## config.mk

```make
export PLATFORM = sky130hd
export DESIGN_NAME = stg_ma
export DESIGN_NICKNAME = d
export VERILOG_FILES = /design/src/rtl/stg_ma.sv
export SDC_FILE = /design/constraint.sdc
export NUM_CORES = 1
export LEC_CHECK = 0
export ABC_CLOCK_PERIOD_IN_PS = 2850
export BUFFER_PORTS_ARGS = -buffer_cell sky130_fd_sc_hd__clkbuf_2
export CORE_AREA = 2 2 261 263
export CTS_BUF_LIST = sky130_fd_sc_hd__clkbuf_4 sky130_fd_sc_hd__clkbuf_8
export DETAILED_ROUTE_END_ITERATION = 16
export DIE_AREA = 0 0 263 265
export MAX_ROUTING_LAYER = met4
export PLACE_DENSITY = 0.63
export SLEW_MARGIN = 20
export SYNTH_ARGS = -nofsm -noshare
export SYNTH_HDL_FRONTEND = slang
export SYNTH_SLANG_ARGS = --single-unit
```

## constraint.sdc

```tcl
create_clock -name iw_clk -period 2.85 [get_ports iw_clk]
set_clock_uncertainty 0.05 [all_clocks]
set_input_delay 0.285 -clock iw_clk [delete_from_list [all_inputs] [get_ports iw_clk]]
set_output_delay 0.285 -clock iw_clk [all_outputs]
set_load 0.03 [all_outputs]
```

## src/rtl/stg_ma.sv

```systemverilog
// stg_ma: memory-access stage. Registers the EX bundle, runs the data-memory
// req/gnt/rvalid handshake for loads/stores, and reports bus errors/timeouts.
module stg_ma #(
  parameter int TIMEOUT     = 64,
  parameter int HBIT_ADDR   = 47,
  parameter int HBIT_DATA   = 23,
  parameter int HBIT_OPC    = 5,
  parameter int HBIT_TGT_GP = 3,
  parameter int HBIT_TGT_SR = 1,
  parameter int HBIT_TGT_AR = 1
) (
  input  logic                   iw_clk,
  input  logic                   iw_rst_n,
  input  logic [HBIT_ADDR:0]     iw_pc,
  input  logic [HBIT_DATA:0]     iw_instr,
  input  logic [HBIT_OPC:0]      iw_opc,
  input  logic                   iw_mem_rd,
  input  logic                   iw_mem_wr,
  input  logic [HBIT_ADDR:0]     iw_addr,
  input  logic [HBIT_DATA:0]     iw_result,
  input  logic [HBIT_ADDR:0]     iw_ar_result,
  input  logic [HBIT_ADDR:0]     iw_sr_result,
  input  logic [HBIT_TGT_GP:0]   iw_tgt_gp,
  input  logic                   iw_tgt_gp_we,
  input  logic [HBIT_TGT_SR:0]   iw_tgt_sr,
  input  logic                   iw_tgt_sr_we,
  input  logic [HBIT_TGT_AR:0]   iw_tgt_ar,
  input  logic                   iw_tgt_ar_we,
  input  logic                   iw_flush,
  input  logic                   iw_stall,
  output logic                   ow_stall_req,
  output logic                   ow_dmem_req,
  output logic                   ow_dmem_we,
  output logic [HBIT_ADDR:0]     ow_dmem_addr,
  output logic [HBIT_DATA:0]     ow_dmem_wdata,
  input  logic                   iw_dmem_gnt,
  input  logic                   iw_dmem_rvalid,
  input  logic [HBIT_DATA:0]     iw_dmem_rdata,
  input  logic                   iw_dmem_err,
  output logic [HBIT_ADDR:0]     ow_pc,
  output logic [HBIT_DATA:0]     ow_instr,
  output logic [HBIT_OPC:0]      ow_opc,
  output logic [HBIT_DATA:0]     ow_result,
  output logic [HBIT_ADDR:0]     ow_ar_result,
  output logic [HBIT_ADDR:0]     ow_sr_result,
  output logic [HBIT_TGT_GP:0]   ow_tgt_gp,
  output logic                   ow_tgt_gp_we,
  output logic [HBIT_TGT_SR:0]   ow_tgt_sr,
  output logic                   ow_tgt_sr_we,
  output logic [HBIT_TGT_AR:0]   ow_tgt_ar,
  output logic                   ow_tgt_ar_we,
  output logic                   ow_fault,
  output logic [HBIT_ADDR:0]     ow_fault_pc,
  output logic [HBIT_ADDR:0]     ow_fault_addr
);

  typedef enum logic [1:0] {S_IDLE, S_REQ, S_WAIT, S_HOLD} state_t;

  // 9 bits so the increment past 255 cannot wrap below TIMEOUT
  localparam logic [8:0] TMO = 9'(TIMEOUT);

  state_t r_state, w_state_nxt;
  logic [7:0] r_cnt;
  logic [8:0] w_cnt_inc;
  logic       w_tmo;
  logic       w_cap_pass, w_cap_mem, w_done, w_buf, w_hold_done, w_fault;
  logic       w_from_slot;
  logic [HBIT_DATA:0] w_rsp, w_res;

  // latched memory slot
  logic [HBIT_ADDR:0]   r_pc, r_addr, r_ar, r_sr;
  logic [HBIT_DATA:0]   r_instr, r_wdata, r_rsp;
  logic [HBIT_OPC:0]    r_opc;
  logic                 r_we;
  logic [HBIT_TGT_GP:0] r_tgt_gp;
  logic [HBIT_TGT_SR:0] r_tgt_sr;
  logic [HBIT_TGT_AR:0] r_tgt_ar;
  logic                 r_gp_we, r_sr_we, r_ar_we;

  // registered writeback bundle and fault report
  logic [HBIT_ADDR:0]   r_o_pc, r_o_ar, r_o_sr, r_fault_pc, r_fault_addr;
  logic [HBIT_DATA:0]   r_o_instr, r_o_result;
  logic [HBIT_OPC:0]    r_o_opc;
  logic [HBIT_TGT_GP:0] r_o_tgt_gp;
  logic [HBIT_TGT_SR:0] r_o_tgt_sr;
  logic [HBIT_TGT_AR:0] r_o_tgt_ar;
  logic                 r_o_gp_we, r_o_sr_we, r_o_ar_we, r_fault;

  assign w_cnt_inc = {1'b0, r_cnt} + 9'd1;
  assign w_tmo     = (w_cnt_inc >= TMO);
  // store completes with its own data, load with the bus data
  assign w_rsp       = r_we ? r_wdata : iw_dmem_rdata;
  assign w_from_slot = w_done | w_hold_done;
  assign w_res       = w_hold_done ? r_rsp : w_rsp;

  // Next-state and per-cycle action decode; response/grant win over timeout
  always_comb begin
    w_state_nxt = r_state;
    w_cap_pass  = 1'b0;
    w_cap_mem   = 1'b0;
    w_done      = 1'b0;
    w_buf       = 1'b0;
    w_hold_done = 1'b0;
    w_fault     = 1'b0;
    case (r_state)
      S_IDLE: if (!iw_stall) begin
        if (!iw_flush && (iw_mem_rd || iw_mem_wr)) begin
          w_cap_mem   = 1'b1;
          w_state_nxt = S_REQ;
        end else begin
          w_cap_pass = 1'b1;
        end
      end
      S_REQ: begin
        if (iw_dmem_gnt) w_state_nxt = S_WAIT;
        else if (w_tmo) begin
          w_fault     = 1'b1;
          w_state_nxt = S_IDLE;
        end
      end
      S_WAIT: begin
        if (iw_dmem_rvalid) begin
          if (iw_dmem_err) begin
            w_fault     = 1'b1;
            w_state_nxt = S_IDLE;
          end else if (iw_stall) begin
            w_buf       = 1'b1;
            w_state_nxt = S_HOLD;
          end else begin
            w_done      = 1'b1;
            w_state_nxt = S_IDLE;
          end
        end else if (w_tmo) begin
          w_fault     = 1'b1;
          w_state_nxt = S_IDLE;
        end
      end
      S_HOLD: if (!iw_stall) begin
        w_hold_done = 1'b1;
        w_state_nxt = S_IDLE;
      end
      default: w_state_nxt = S_IDLE;
    endcase
  end

  // State register and busy counter (counts only while REQ/WAIT)
  always_ff @(posedge iw_clk or negedge iw_rst_n) begin
    if (!iw_rst_n) begin
      r_state <= S_IDLE;
      r_cnt   <= '0;
    end else begin
      r_state <= w_state_nxt;
      if (r_state == S_REQ || r_state == S_WAIT) r_cnt <= w_cnt_inc[7:0];
      else                                       r_cnt <= '0;
    end
  end

  // Slot latch, response buffer, writeback bundle and fault report
  always_ff @(posedge iw_clk or negedge iw_rst_n) begin
    if (!iw_rst_n) begin
      {r_pc, r_addr, r_ar, r_sr, r_instr, r_wdata, r_rsp, r_opc, r_we} <= '0;
      {r_tgt_gp, r_tgt_sr, r_tgt_ar, r_gp_we, r_sr_we, r_ar_we}       <= '0;
      {r_o_pc, r_o_ar, r_o_sr, r_o_instr, r_o_result, r_o_opc}         <= '0;
      {r_o_tgt_gp, r_o_tgt_sr, r_o_tgt_ar}                             <= '0;
      {r_o_gp_we, r_o_sr_we, r_o_ar_we}                                <= '0;
      {r_fault, r_fault_pc, r_fault_addr}                              <= '0;
    end else begin
      r_fault <= 1'b0;
      if (w_cap_pass) begin
        r_o_pc     <= iw_pc;
        r_o_instr  <= iw_instr;
        r_o_opc    <= iw_opc;
        r_o_result <= iw_result;
        r_o_ar     <= iw_ar_result;
        r_o_sr     <= iw_sr_result;
        r_o_tgt_gp <= iw_tgt_gp;
        r_o_tgt_sr <= iw_tgt_sr;
        r_o_tgt_ar <= iw_tgt_ar;
        r_o_gp_we  <= iw_tgt_gp_we & ~iw_flush;
        r_o_sr_we  <= iw_tgt_sr_we & ~iw_flush;
        r_o_ar_we  <= iw_tgt_ar_we & ~iw_flush;
      end
      if (w_cap_mem) begin
        r_pc     <= iw_pc;
        r_instr  <= iw_instr;
        r_opc    <= iw_opc;
        r_addr   <= iw_addr;
        r_we     <= iw_mem_wr;
        r_wdata  <= iw_result;
        r_ar     <= iw_ar_result;
        r_sr     <= iw_sr_result;
        r_tgt_gp <= iw_tgt_gp;
        r_tgt_sr <= iw_tgt_sr;
        r_tgt_ar <= iw_tgt_ar;
        r_gp_we  <= iw_tgt_gp_we;
        r_sr_we  <= iw_tgt_sr_we;
        r_ar_we  <= iw_tgt_ar_we;
        {r_o_gp_we, r_o_sr_we, r_o_ar_we} <= '0;
      end
      if (w_buf) r_rsp <= w_rsp;
      if (w_from_slot) begin
        r_o_pc     <= r_pc;
        r_o_instr  <= r_instr;
        r_o_opc    <= r_opc;
        r_o_result <= w_res;
        r_o_ar     <= r_ar;
        r_o_sr     <= r_sr;
        r_o_tgt_gp <= r_tgt_gp;
        r_o_tgt_sr <= r_tgt_sr;
        r_o_tgt_ar <= r_tgt_ar;
        r_o_gp_we  <= r_gp_we;
        r_o_sr_we  <= r_sr_we;
        r_o_ar_we  <= r_ar_we;
      end
      if (w_fault) begin
        r_fault      <= 1'b1;
        r_fault_pc   <= r_pc;
        r_fault_addr <= r_addr;
        {r_o_gp_we, r_o_sr_we, r_o_ar_we} <= '0;
      end
    end
  end

  assign ow_stall_req  = (r_state != S_IDLE);
  assign ow_dmem_req   = (r_state == S_REQ);
  assign ow_dmem_we    = r_we;
  assign ow_dmem_addr  = r_addr;
  assign ow_dmem_wdata = r_wdata;
  assign ow_pc         = r_o_pc;
  assign ow_instr      = r_o_instr;
  assign ow_opc        = r_o_opc;
  assign ow_result     = r_o_result;
  assign ow_ar_result  = r_o_ar;
  assign ow_sr_result  = r_o_sr;
  assign ow_tgt_gp     = r_o_tgt_gp;
  assign ow_tgt_gp_we  = r_o_gp_we;
  assign ow_tgt_sr     = r_o_tgt_sr;
  assign ow_tgt_sr_we  = r_o_sr_we;
  assign ow_tgt_ar     = r_o_tgt_ar;
  assign ow_tgt_ar_we  = r_o_ar_we;
  assign ow_fault      = r_fault;
  assign ow_fault_pc   = r_fault_pc;
  assign ow_fault_addr = r_fault_addr;

endmodule

```

==> results of run 1 <==
## synthesized netlist by cell type
master	number	share of area, %
a31oi_1	1	0.025
nor3_1	1	0.020
mux2_1	5	0.23
or3_1	1	0.025
xor2_1	3	0.11
o41ai_1	1	0.035
o31ai_1	1	0.030
o21ai_1	116	2.3
o31a_1	1	0.035
clkbuf_1	40	0.61
nand2_1	240	3.6
o211a_1	3	0.12
o221ai_1	1	0.035
inv_1	6	0.091
a21oi_2	1	0.035
nor2_1	9	0.14
a21o_1	1	0.030
inv_2	1	0.015
a21boi_0	2	0.061
nor3_4	1	0.066
buf_4	31	0.94
and4_1	1	0.035
nand4_1	3	0.076
nand3_1	4	0.081
a311oi_1	1	0.035
and2_1	1	0.025
o2bb2ai_1	1	0.035
buf_1	4	0.061
ha_1	7	0.35
nand3b_1	1	0.030
buf_2	27	0.55
o21bai_1	1	0.030
xnor2_1	2	0.071
mux2i_1	255	10
nand2b_1	7	0.18
buf_6	16	0.73
dfrtp_1	598	60
mux2_2	349	16
o21ai_0	120	2.4
a21oi_1	2	0.040
nand4b_1	2	0.071
nor2b_1	2	0.050
## cell families after synthesis
family,after synthesis,synth area share [%]
xor+xnor,5,0.177
flops,598,60.4
buf+inv,125,2.98
simple gates,273,4.43
compound gates,253,5.32
mux,609,26.4
fa+ha+maj,7,0.353
## per-stage QoR
| step | cells | utilization (%) | instance area [sq um] | setup slack [ns] |
|---|---|---|---|---|
| after detailed placement | 3352 | 43.9 | 29300 | 0.361 |
| after CTS | 3832 | 51.8 | 34600 | 0.338 |
| after global placement | 3352 | 43.9 | 29300 | 0.433 |
| after global routing | 3840 | 51.9 | 34600 | 0.191 |
| final | 3841 | 51.9 | 34600 | 0.412 |
| after floorplan | 1870 | - | 24800 | 0.693 |
## power by group
part           internal, mW  total (mW)  switching (mW)
Sequential             12.5        15.1            2.53
Combinational          5.73        15.6            9.89
Clock                  5.23        8.91            3.68
## registers in the layout (all words and copies together) (netlist names), 6 cells and up
| name | flops |
|---|---|
| ow_result | 24 |
| ow_fault_addr | 48 |
| ow_instr | 24 |
| ow_pc | 48 |
| r_rsp | 24 |
| r_instr | 24 |
| r_sr | 48 |
| ow_dmem_addr | 48 |
| ow_sr_result | 48 |
| r_cnt | 8 |
| ow_ar_result | 48 |
| ow_opc | 6 |
| ow_dmem_wdata | 24 |
| r_opc | 6 |
| ow_fault_pc | 48 |
| r_ar | 48 |
| r_pc | 48 |
## cell type report
| class | count | area [sq um] |
|---|---|---|
| antenna | 9 | 22.5 |
| clock buffer | 169 | 2170 |
| tap | 873 | 1090 |
| fill | 5676 | 32200 |
| inverter | 7 | 26.3 |
| timing repair buffer | 1013 | 6970 |
| multi-input combinational | 1147 | 9120 |
| clock inverter | 25 | 292 |
| sequential | 598 | 15000 |
## routing by layer
| layer | GRT usage, % | routed length (um) |
|---|---|---|
| met1 | 23.3 | 27700 |
| met2 | 35.4 | 36700 |
| met3 | 5.03 | 3850 |
| met4 | 9.48 | 3090 |
| met5 | - | 0 |
## placed cells by master (no fill, tap or decap), types with 4 or more instances in the layout
| cell type | netlist | layout |
|---|---|---|
| clkbuf_2 | 0 | 669 |
| dfrtp_1 | 598 | 598 |
| mux2_2 | 349 | 349 |
| dlygate4sd3_1 | 0 | 286 |
| mux2i_1 | 255 | 255 |
| nand2_1 | 240 | 240 |
| clkbuf_8 | 0 | 144 |
| o21ai_0 | 120 | 120 |
| o21ai_1 | 116 | 116 |
| buf_4 | 31 | 32 |
| clkbuf_4 | 0 | 25 |
| buf_12 | 0 | 25 |
| clkinv_2 | 0 | 13 |
| diode_2 | 0 | 9 |
| nor2_1 | 9 | 9 |
| nand2b_1 | 7 | 7 |
| ha_1 | 7 | 7 |
| inv_1 | 6 | 6 |
| mux2_1 | 5 | 5 |
| bufinv_16 | 0 | 4 |
## worst max-delay path by stage
stage / from / end / slack (ns) / cells after the start
finish: r_state[0] / ow_tgt_gp[1] / 0.41 / 7
floorplan: r_state[1] / ow_fault_addr[10] / 0.69 / 8
CTS: r_state[1] / ow_fault_addr[40] / 0.34 / 8
global route: r_state[1] / ow_fault_addr[46] / 0.19 / 8
detailed placement: r_state[0] / ow_fault_addr[16] / 0.36 / 8
global placement: r_state[0] / ow_fault_addr[28] / 0.43 / 8
## what timing repair did
item,CTS,global route
resized for setup,0,0
endpoints found under the hold margin,822,0
hold buffers,286,0
==> impl_metrics.ini, run 1 <==
[sta]
rsz0062_at_grt = no
max_freq_ghz = 0.410
period_minus_slack_ns = 2.44
tns_ns = 0
finalHoldViolations = 0
slew_viol_final = 0
holdWs_ns = 0.0809
setup_viol = 0
fin_crit_sh_pct = 85.5
relSlewSlack_pct = 54.6
max_slew.worst_pin.slew_ns = 0.681

[critical_path]
crit_type = reg -> reg
path_buf_inv = 2
slowest_stage = dfrtp_1
rrSetupSlack_ns = 0.41
endpoint_kind = flop
max_stage_delay_ns = 0.40
ff2ff_path_depth = 7
crit_path_cell_trace = inv_1 -> ha_1 -> nand2b_1 -> o21bai_4 -> buf_12 -> mux2i_1 -> o21ai_0
arrival_ns = 2.93
cp_top_family = buffers and inverters
critPathLaunchType = flop
reg2reg_to = ow_tgt_gp[1]
critPathMaxFanout = 64
required_ns = 3.34
r2r-start = r_state[0]

[floorplanning]
rows = 95
die_area_sq_um = 69700
start_util_pct = 37.1
core_region_area_sq_um = 66800
io_pins = 671
die_w_um = 263
die_h_um = 265

[grt]
grt_usage_pct = 20.9
gr-total-overflow = 0
grt_pass1_vias = 20251
grt_max_degree = 131
antenna_found_initial = 8
grt_pass1_wl_mm = 113

[clocking]
clock_sinks = 598
root_buffer = clkbuf_8
clk_latency_ns = 0.71
clockBufferDepth = 3
path_clk_slew_ns = 0.06
h-tree-depth = 3
cts_setup_buffers = 0
cts_tree = done
cts-buffers-inserted = 103

[route]
vias = 18749
first_pass_iters = 5
drt-total-wl_mm = 71.3
drt-initial-drc-count = 883
drc = 0
avgViaCountPerCell = 4.88
wire_per_inst_um = 18.6
antenna_left = 0

[synthesis]
syn-instance-count = 1870
synthesis.nets = 2167
yosysWarnings = 0
syn-cell-area_sq_um = 24800
avgSynthCellArea_sq_um = 13.3
synth_cell_type_count = 42
yosysSeqAreaShare_pct = 60.4
ys_ff_latch = 598

[pwr]
max-vdd-ir-drop_mv = 0.663
powerDensity_nw_per_um2 = 1140
leakagePower_nw = 17.5
p_total_mw = 39.6

[worst_hold_path]
hold_class = in -> async

[cells_and_area]
nNetsFinal = 3167
drive_gt1_share_pct = 43.1
area_growth_pct = 39.8

[outcome]
outcome = finished, final reports clean

[run]
drv_cap = 0

[placed_design]
io_buffers = 670
globalplace.congestion = 0.856
dp_hpwl_mm = 49.3
No activity file was read; power rests on OpenSTA's default activity.
==> inputs of run 2 (changes only) <==
CORE_AREA = 2 2 265 267   (was 2 2 261 263)
DIE_AREA = 0 0 267 269   (was 0 0 263 265)
PLACE_DENSITY = 0.61   (was 0.63)
==> run 2 against run 1 <==
  * Critical path depth stayed put
  * Worst setup slack worse by 0.038 ns
  * First-iteration DRC count is 5.3% lower
  * Total power is 2.0% lower
  * Register-to-register slack worse by 0.04 ns
  * Combinational power hardly changed
  * Via count is 0.79% lower
  * Utilization is 2.2 points lower
  * Count of clock-buffer cells in the layout is 9 lower
  * Routed wire length is 1.2% lower
  * Cell area is 0.69% lower
  * Global-route usage is 1.4 points lower
  * Largest power group unchanged
  * Highest routed layer unchanged
==> impl_metrics.ini, run 2 (synthesis results as in run 1) <==
[sta]
max_freq_ghz = 0.404
fin_crit_sh_pct = 86.9
setup_viol = 0
relSlewSlack_pct = 50.1
slew_viol_final = 0
max_slew.worst_pin.slew_ns = 0.749
finalHoldViolations = 0
period_minus_slack_ns = 2.48
tns_ns = 0
rsz0062_at_grt = no

[critical_path]
cp_top_family = buffers and inverters
crit_type = reg -> reg
required_ns = 3.36
max_stage_delay_ns = 0.42
crit_path_cell_trace = inv_1 -> ha_1 -> nand2b_1 -> nor3_4 -> buf_12 -> buf_4 -> mux2_2
arrival_ns = 2.98
critPathLaunchType = flop
path_buf_inv = 3
endpoint_kind = flop
critPathMaxFanout = 36
slowest_stage = dfrtp_1

[floorplanning]
rows = 97
die_w_um = 267
die_area_sq_um = 71800
die_h_um = 269
io_pins = 671
start_util_pct = 35.8
core_region_area_sq_um = 69300

[cells_and_area]
design_area_sq_um = 34400
drive_gt1_share_pct = 42.8
nNetsFinal = 3162
nFillCells = 6044
final_cell_mix = 669 x clkbuf_2, 598 x dfrtp_1, 349 x mux2_2
area_growth_pct = 38.8
final_common_cell = clkbuf_2

[grt]
grt_pass1_wl_mm = 108
grt_max_degree = 112
gr-total-overflow = 0
grt_usage_pct = 19.5
grt_pass1_vias = 19575
antenna_found_initial = 2

[clocking]
clockBufferDepth = 3
h-tree-depth = 3
cts_resized = 0
root_buffer = clkbuf_8
clock_sinks = 598
cts_setup_buffers = 0
hold_buffers = 286
cts-buffers-inserted = 102
clk_latency_ns = 0.70
path_clk_slew_ns = 0.06
cts_tree = done

[placed_design]
dp_hpwl_mm = 48.1
globalplace.congestion = 0.815
dpl_cell_area_sq_um = 29400
io_buffers = 670

[route]
wire_per_inst_um = 18.1
drc = 0
antenna_left = 0
vias = 18600
drt-initial-drc-count = 836
avgViaCountPerCell = 4.79
first_pass_iters = 4
drt-total-wl_mm = 70.5

[outcome]
outcome = finished, final reports clean

[pwr]
leakagePower_nw = 17.4
max-vdd-ir-drop_mv = 0.866
powerDensity_nw_per_um2 = 1130

[worst_hold_path]
hold_class = in -> reg

[run]
drv_cap = 0
-- run 2: where the power goes --
| group | total (mW) | internal [mW] | switching [mW] |
|---|---|---|---|
| registers | 15.1 | 12.5 | 2.58 |
| clock network | 8.13 | 4.54 | 3.59 |
| logic | 15.5 | 5.73 | 9.81 |
| total | 38.8 | 22.8 | 16.0 |
-- run 2: worst register-to-register path: stages (launching register included) --
cell and delay [ns]:
dfrtp_1 0.42, inv_1 0.15, ha_1 0.21, nand2b_1 0.20, nor3_4 0.25, buf_12 0.31
buf_4 0.38, mux2_2 0.39
-- run 2: cell type report --
cell class,instances,area (sq um),share of cell area (%)
multi-input cells,1147,9120,26.5
clock buffers,160,2030,5.89
diodes,2,5.00,0.0145
flip-flops and latches,598,15000,43.5
well taps,940,1180,3.42
clock inverters,21,160,0.465
inverters,7,26.3,0.0764
repair buffers,1009,6940,20.2
-- run 2: per-stage QoR --
stage          util [%]  power, mW  setup slack (ns)  hold WS [ns]  instances
6_report           49.7       38.8             0.374         0.137       3884
5_1_grt            49.7       41.0             0.211        0.0984       3884
4_1_cts            49.6       39.1             0.365        0.0437       3882
3_5_place_dp       42.4       30.5             0.357         0.328       3415
3_3_place_gp       42.4       29.9             0.391         0.326       3415
2_1_floorplan         -       25.1             0.693       -0.0606       1870
-- run 2: routing by layer --
metal | wire, um | up-vias | global-route usage, %
li1 | - | 8542 | -
met1 | 27700 | 9347 | 22.2
met2 | 36100 | 557 | 32.8
met3 | 4470 | 154 | 5.40
met4 | 2160 | 0 | 7.33
met5 | 0 | - | -
-- run 2: worst paths after layout --
check | start | to | slack, ns | cells past startpoint
min in group asynchronous | iw_rst_n | ow_result[5] | 0.19 | 2
max in group asynchronous | iw_rst_n | ow_pc[31] | 1.64 | 4
setup / recovery | r_state[1] | ow_dmem_wdata[13] | 0.37 | 7
setup reg to reg | r_state[1] | ow_dmem_wdata[13] | 0.37 | 7
hold reg to reg | r_tgt_ar[1] | ow_tgt_ar[1] | 0.40 | 2
hold / removal | iw_flush | r_state[1] | 0.14 | 4
